$ cat src/rtl/sync_fifo_param_pkg.sv
// Shared constants and helpers for the parametrised synchronous FIFO.
package sync_fifo_param_pkg;

  localparam int unsigned FIFO_DEF_WIDTH = 8;
  localparam int unsigned FIFO_DEF_DEPTH = 16;
  localparam int unsigned FIFO_STD       = 0;
  localparam int unsigned FIFO_FWFT      = 1;

  function automatic int unsigned fifo_clog2(input int unsigned v);
    int unsigned r;
    int unsigned x;
    r = 0;
    x = (v > 0) ? v - 1 : 0;
    while (x != 0) begin
      x = x >> 1;
      r = r + 1;
    end
    return r;
  endfunction

endpackage

$ cat src/rtl/sync_fifo_param_ram.sv
// Simple dual-port RAM: one write port, one registered read port.
module sync_fifo_param_ram
  import sync_fifo_param_pkg::*;
#(
  parameter int unsigned WIDTH = FIFO_DEF_WIDTH,
  parameter int unsigned DEPTH = FIFO_DEF_DEPTH
) (
  input  logic                          clk_i,
  input  logic                          rst_ni,
  input  logic                          wr_en_i,
  input  logic [fifo_clog2(DEPTH)-1:0]  wr_addr_i,
  input  logic [WIDTH-1:0]              wr_data_i,
  input  logic                          rd_en_i,
  input  logic [fifo_clog2(DEPTH)-1:0]  rd_addr_i,
  output logic [WIDTH-1:0]              rd_data_o
);

  logic [WIDTH-1:0] mem_q [DEPTH];
  logic [WIDTH-1:0] rd_data_q;

  always_ff @(posedge clk_i) begin
    if (wr_en_i) begin
      mem_q[wr_addr_i] <= wr_data_i;
    end
  end

  // Read of the address being written returns the old word.
  always_ff @(posedge clk_i) begin
    if (!rst_ni) begin
      rd_data_q <= '0;
    end else if (rd_en_i) begin
      rd_data_q <= mem_q[rd_addr_i];
    end
  end

  assign rd_data_o = rd_data_q;

endmodule

$ cat src/rtl/sync_fifo_param.sv
// Parametrised single-clock FIFO with occupancy, programmable flags and optional FWFT read.
module sync_fifo_param
  import sync_fifo_param_pkg::*;
#(
  parameter int unsigned WIDTH    = FIFO_DEF_WIDTH,
  parameter int unsigned DEPTH    = FIFO_DEF_DEPTH,
  parameter int unsigned AF_LEVEL = 14,
  parameter int unsigned AE_LEVEL = 2,
  parameter int unsigned FWFT     = FIFO_STD
) (
  input  logic                        clk_i,
  input  logic                        rst_ni,
  input  logic                        wr_en_i,
  input  logic [WIDTH-1:0]            wdata_i,
  output logic                        full_o,
  output logic                        almost_full_o,
  output logic                        wr_error_o,
  input  logic                        rd_en_i,
  output logic [WIDTH-1:0]            rdata_o,
  output logic                        empty_o,
  output logic                        almost_empty_o,
  output logic                        rd_error_o,
  output logic [fifo_clog2(DEPTH):0]  count_o
);

  localparam int unsigned ADDR_W  = fifo_clog2(DEPTH);
  localparam int unsigned CNT_W   = ADDR_W + 1;
  localparam bit          IS_FWFT = (FWFT == FIFO_FWFT);

  logic [CNT_W-1:0] wr_ptr_q, wr_ptr_d, rd_ptr_q, rd_ptr_d;
  logic [CNT_W-1:0] count_q, count_d, ram_used;
  logic             full_q, full_d, empty_q, empty_d;
  logic             af_q, af_d, ae_q, ae_d;
  logic             wr_err_q, wr_err_d, rd_err_q, rd_err_d;
  logic             head_sel_q, head_sel_d;
  logic [WIDTH-1:0] byp_q, byp_d, ram_rdata;
  logic             rd_accept, wr_accept, head_free, ram_empty;
  logic             bypass, ram_wr, ram_rd;

  // In FWFT mode the head word lives outside the RAM: either in the bypass
  // register (write into an empty FIFO) or in the RAM read register (refill).
  always_comb begin
    rd_accept  = rd_en_i && !empty_q;
    wr_accept  = wr_en_i && (!full_q || rd_accept);
    ram_used   = wr_ptr_q - rd_ptr_q;
    ram_empty  = (ram_used == '0);
    head_free  = empty_q || rd_accept;
    bypass     = IS_FWFT && wr_accept && head_free && ram_empty;
    ram_wr     = wr_accept && !bypass;
    ram_rd     = !ram_empty && (IS_FWFT ? head_free : rd_accept);

    wr_ptr_d   = wr_ptr_q + CNT_W'(ram_wr);
    rd_ptr_d   = rd_ptr_q + CNT_W'(ram_rd);
    count_d    = count_q + CNT_W'(wr_accept) - CNT_W'(rd_accept);

    full_d     = (count_d == CNT_W'(DEPTH));
    empty_d    = (count_d == '0);
    af_d       = (count_d >= CNT_W'(AF_LEVEL));
    ae_d       = (count_d <= CNT_W'(AE_LEVEL));
    wr_err_d   = wr_en_i && !wr_accept;
    rd_err_d   = rd_en_i && !rd_accept;

    head_sel_d = head_sel_q;
    byp_d      = byp_q;
    if (ram_rd) begin
      head_sel_d = 1'b1;
    end else if (bypass) begin
      head_sel_d = 1'b0;
    end
    if (bypass) begin
      byp_d = wdata_i;
    end
  end

  always_ff @(posedge clk_i) begin
    if (!rst_ni) begin
      wr_ptr_q   <= '0;
      rd_ptr_q   <= '0;
      count_q    <= '0;
      full_q     <= 1'b0;
      empty_q    <= 1'b1;
      af_q       <= 1'b0;
      ae_q       <= 1'b1;
      wr_err_q   <= 1'b0;
      rd_err_q   <= 1'b0;
      head_sel_q <= 1'b0;
      byp_q      <= '0;
    end else begin
      wr_ptr_q   <= wr_ptr_d;
      rd_ptr_q   <= rd_ptr_d;
      count_q    <= count_d;
      full_q     <= full_d;
      empty_q    <= empty_d;
      af_q       <= af_d;
      ae_q       <= ae_d;
      wr_err_q   <= wr_err_d;
      rd_err_q   <= rd_err_d;
      head_sel_q <= head_sel_d;
      byp_q      <= byp_d;
    end
  end

  sync_fifo_param_ram #(
    .WIDTH (WIDTH),
    .DEPTH (DEPTH)
  ) u_ram (
    .clk_i     (clk_i),
    .rst_ni    (rst_ni),
    .wr_en_i   (ram_wr),
    .wr_addr_i (wr_ptr_q[ADDR_W-1:0]),
    .wr_data_i (wdata_i),
    .rd_en_i   (ram_rd),
    .rd_addr_i (rd_ptr_q[ADDR_W-1:0]),
    .rd_data_o (ram_rdata)
  );

  assign rdata_o        = (IS_FWFT && !head_sel_q) ? byp_q : ram_rdata;
  assign full_o         = full_q;
  assign empty_o        = empty_q;
  assign almost_full_o  = af_q;
  assign almost_empty_o = ae_q;
  assign wr_error_o     = wr_err_q;
  assign rd_error_o     = rd_err_q;
  assign count_o        = count_q;

endmodule

$ cat config.mk
export PLATFORM = sky130hd
export DESIGN_NAME = sync_fifo_param
export DESIGN_NICKNAME = d
export VERILOG_FILES = /design/src/rtl/sync_fifo_param_pkg.sv /design/src/rtl/sync_fifo_param_ram.sv /design/src/rtl/sync_fifo_param.sv
export SDC_FILE = /design/constraint.sdc
export NUM_CORES = 1
export LEC_CHECK = 0
export CORE_MARGIN = 4
export CORE_UTILIZATION = 25
export DETAILED_ROUTE_END_ITERATION = 7
export HOLD_SLACK_MARGIN = 0.1
export PLACE_DENSITY = 0.5
export SYNTH_ARGS = -nofsm -noshare
export SYNTH_HDL_FRONTEND = slang
export SYNTH_SLANG_ARGS = --single-unit
$ cat constraint.sdc
create_clock -name clk_i -period 3.8 [get_ports clk_i]
set_input_delay 0.57 -clock clk_i [delete_from_list [all_inputs] [get_ports clk_i]]
set_output_delay 0.57 -clock clk_i [all_outputs]
set_load 0.03 [all_outputs]
==> impl_metrics.py <==
metrics = {
    "placement": {
        "dpl_cell_area_um2": 6960,
        "gp_congestion": 0.694,
        "post-place-ws_ps": 510,
        "dp_hpwl_um": 8430,
        "place_inst": 702,
        "numPortBuffers": 30,
    },
    "grt": {
        "antenna_found_initial": 0,
        "gr-usage-all-layers": 0.0954,
        "grt_pass1_wl_um": 19700,
        "grt_max_degree": 36,
        "grt_pass1_vias": 3357,
        "grt.overflow.total": 0,
    },
    "route": {
        "first_pass_iters": 4,
        "postRouteAntennaNets": 0,
        "drt_iter0_drc": 207,
        "via_count": 3150,
        "via_per_inst": 4.29,
        "drc": 0,
        "routed_wirelength_um": 12800,
        "wl_per_cell_um": 17.4,
    },
    "yosys": {
        "synth_top_family_by_area": "multiplexers",
        "synthCells": 345,
        "syn_area_um2": 6240,
        "synth_fa_ha_area_frac": 0.0293,
        "yosys.area_share.simple": 0.0547,
        "syn_nets": 371,
        "synth_compound_area_frac": 0.0431,
        "synth_top_area_cell": "edfxtp_1",
        "synth_top_area_frac": 0.616,
        "synth.avg_cell_area_um2": 18.1,
        "synth_seq_area_share": 0.709,
        "synth_xor_area_frac": 0.0168,
        "synth_area_leaders": "edfxtp_1 62%, dfxtp_1 9.3%, mux4_2 7.9%, mux4_1 4.2%, ha_1 2.6%",
        "ys_ff_latch": 157,
        "yosys.cell_types.count": 35,
        "yosys_warnings": 0,
        "synth.area.mux_share": 0.121,
    },
    "timing": {
        "max_freq_mhz": 351,
        "slew_headroom": 0.409,
        "rsz0062_at_grt": "false",
        "layout_setup_ws_ps": 954,
        "setup_tns_ps": 0,
        "finalHoldViolCount": 0,
        "skew_ps": 17.4,
        "fin_hold_ws_ps": 476,
        "setup_viol": 0,
        "finalCritPeriodShare": 0.749,
        "post-route-min-period_ps": 2850,
        "worstMarginPinSlew_ps": 884,
        "drv_slew": 0,
    },
    "worst_hold_path": {
        "hp-class": "reg2reg",
        "min_from": "u_ram.rd_data_o[0]$_SDFFE_PN0P_",
    },
    "power_and_ir_drop": {
        "leakagePower_nw": 2.53,
        "power.density_nw_per_um2": 618,
        "ir_drop_mv": 0.336,
    },
    "floorplan": {
        "ios": 31,
        "num_rows": 57,
        "core_region_area_um2": 24500,
        "dieArea_um2": 27600,
        "die_y_um": 166,
        "start_util": 0.255,
        "die_w_um": 166,
    },
    "worst_setup_path": {
        "reg2reg_from": "wr_ptr_q[2]$_SDFF_PN0_",
        "crit_chain": "clkdlybuf4s50_1, nand2b_1, nand2_1, nand2_1, ha_1, inv_1, ha_1, fa_1, a21o_1, a21oi_1, xnor2_1, nand2_1, nor4_1",
        "cp_data_arrival_time_ps": 3180,
        "crit_path_max_incr_delay_ps": 480,
        "crit_start": "rd_en_i",
        "crit_slowest_cell": "clkdlybuf4s50_1",
        "cp_max_fo": 4,
        "worstSetupStartpointType": "primary input",
        "path_class": "in2reg",
        "critPathRequiredTime_ps": 4130,
        "critPathCaptureType": "register",
        "path_buf_inv": 2,
        "critical-path-top-delay-family": "adder cells",
        "crit_top_cell": "nand2_1",
    },
    "cells_and_area": {
        "final_area_um2": 7610,
        "register_area_um2": 4430,
        "antenna_cells": 0,
        "area.growth.synth_to_final_pct": 21.9,
        "multi_input_area_um2": 1660,
        "drive_above_1_share": 0.171,
        "instances_no_fill": 734,
        "fillerInstances": 2373,
        "fin_nets": 423,
    },
    "clocking": {
        "clockBufferDepth": 2,
        "clkTransAtPathRegs_ps": 60,
        "cts_root_buf": "clkbuf_16",
        "cts_tree": "done",
        "ctsResizeCount": 0,
        "post_cts_buffers": 0,
        "htreeDepth": 4,
        "cts_buffers": 17,
        "hold_buffers": 0,
        "clock-sinks": 157,
        "clk_latency_ps": 420,
    },
    "job": {
        "max-cap-violations": 0,
    },
    "run_status": {
        "status": "finished, final reports clean",
    },
}
-- path summary, 6_finish.rpt --
path	cells after the start	end	slack, ps
worst max register to register	9	rd_ptr_q[4]$_SDFF_PN0_	1080
worst min-delay path	1	u_ram.rd_data_o[0]$_SDFFE_PN0P_	480
worst max-delay path	13	full_o$_SDFF_PN0_	950
worst min register to register	1	u_ram.rd_data_o[0]$_SDFFE_PN0P_	480
-- cell type report --
class / count / share of cell area
sequential: 157 / 0.581
multi-input combinational: 162 / 0.218
clock buffer: 25 / 0.0736
timing repair buffer: 47 / 0.0562
tap: 324 / 0.0533
clock inverter: 7 / 0.0118
inverter: 12 / 0.00592
-- power by group --
group | total (mW) | switching [mW] | internal (mW)
Sequential | 2.02 | 0.0516 | 1.97
Clock | 1.80 | 0.637 | 1.16
Combinational | 0.888 | 0.479 | 0.409
Total | 4.71 | 1.17 | 3.54
-- per-layer routing --
metal	vias up	global-route usage	part of all wire
li1	1460	-	-
met1	1625	0.120	0.44
met2	54	0.158	0.50
met3	11	0.0288	0.042
met4	0	0.0312	0.012
met5	-	0	0
-- kinds of logic (layout without fill, tap and decap cells) --
kind of cell             count (synthesis)  after routing
AND/OR/NAND/NOR                         69             69
adder cells (fa/ha/maj)                 14             14
AO/OA/AOI/OAI                           35             35
flip-flops                             157            157
XOR/XNOR                                12             12
multiplexers                            32             32
buffers and inverters                   26             91
-- synthesized netlist by cell type --
library cell / number
edfxtp_1: 128
dfxtp_1: 29
mux4_2: 22
nor2_1: 18
a22oi_1: 16
and2_1: 16
ha_1: 13
nand2_1: 13
inv_1: 12
mux4_1: 10
a22o_1: 8
xnor2_1: 8
nand3_1: 6
clkbuf_1: 5
nand2b_1: 4
nor3_1: 4
xor2_1: 4
a21o_1: 3
buf_2: 3
nor2b_1: 3
a21oi_1: 2
buf_12: 2
buf_6: 2
o21ai_0: 2
or3_1: 2
a31oi_1: 1
a32o_1: 1
and3_1: 1
buf_8: 1
clkbuf_2: 1
fa_1: 1
nor4_1: 1
o2111a_1: 1
o41ai_1: 1
or2_2: 1
-- per-stage QoR --
| step | utilization | power [mW] |
|---|---|---|
| final | 0.311 | 4.71 |
| after global routing | 0.311 | 4.92 |
| after CTS | 0.311 | 4.77 |
| after detailed placement | 0.285 | 2.96 |
| after global placement | 0.285 | 2.94 |
| after floorplan | - | 2.70 |
-- registers in the layout, indices dropped and copies added, names as in the netlist --
register	cells
almost_empty_o	1
u_ram.rd_data_o	8
rd_error_o	1
u_ram.mem_q	128
rd_ptr_q	5
empty_o	1
wr_ptr_q	5
count_o	5
full_o	1
wr_error_o	1
almost_full_o	1
-- layout by cell type, fill, tap and decap left out, drive strengths merged, types with 6 or more instances in the layout --
cell and count:
edfxtp 128, mux4 32, clkdlybuf4s50 30, dfxtp 29, clkbuf 25, nor2 18
buf 17, and2 16, a22oi 16, inv 15, nand2 13, ha 13
xnor2 8, a22o 8, nand3 6
(Power assumes the default switching activity.)
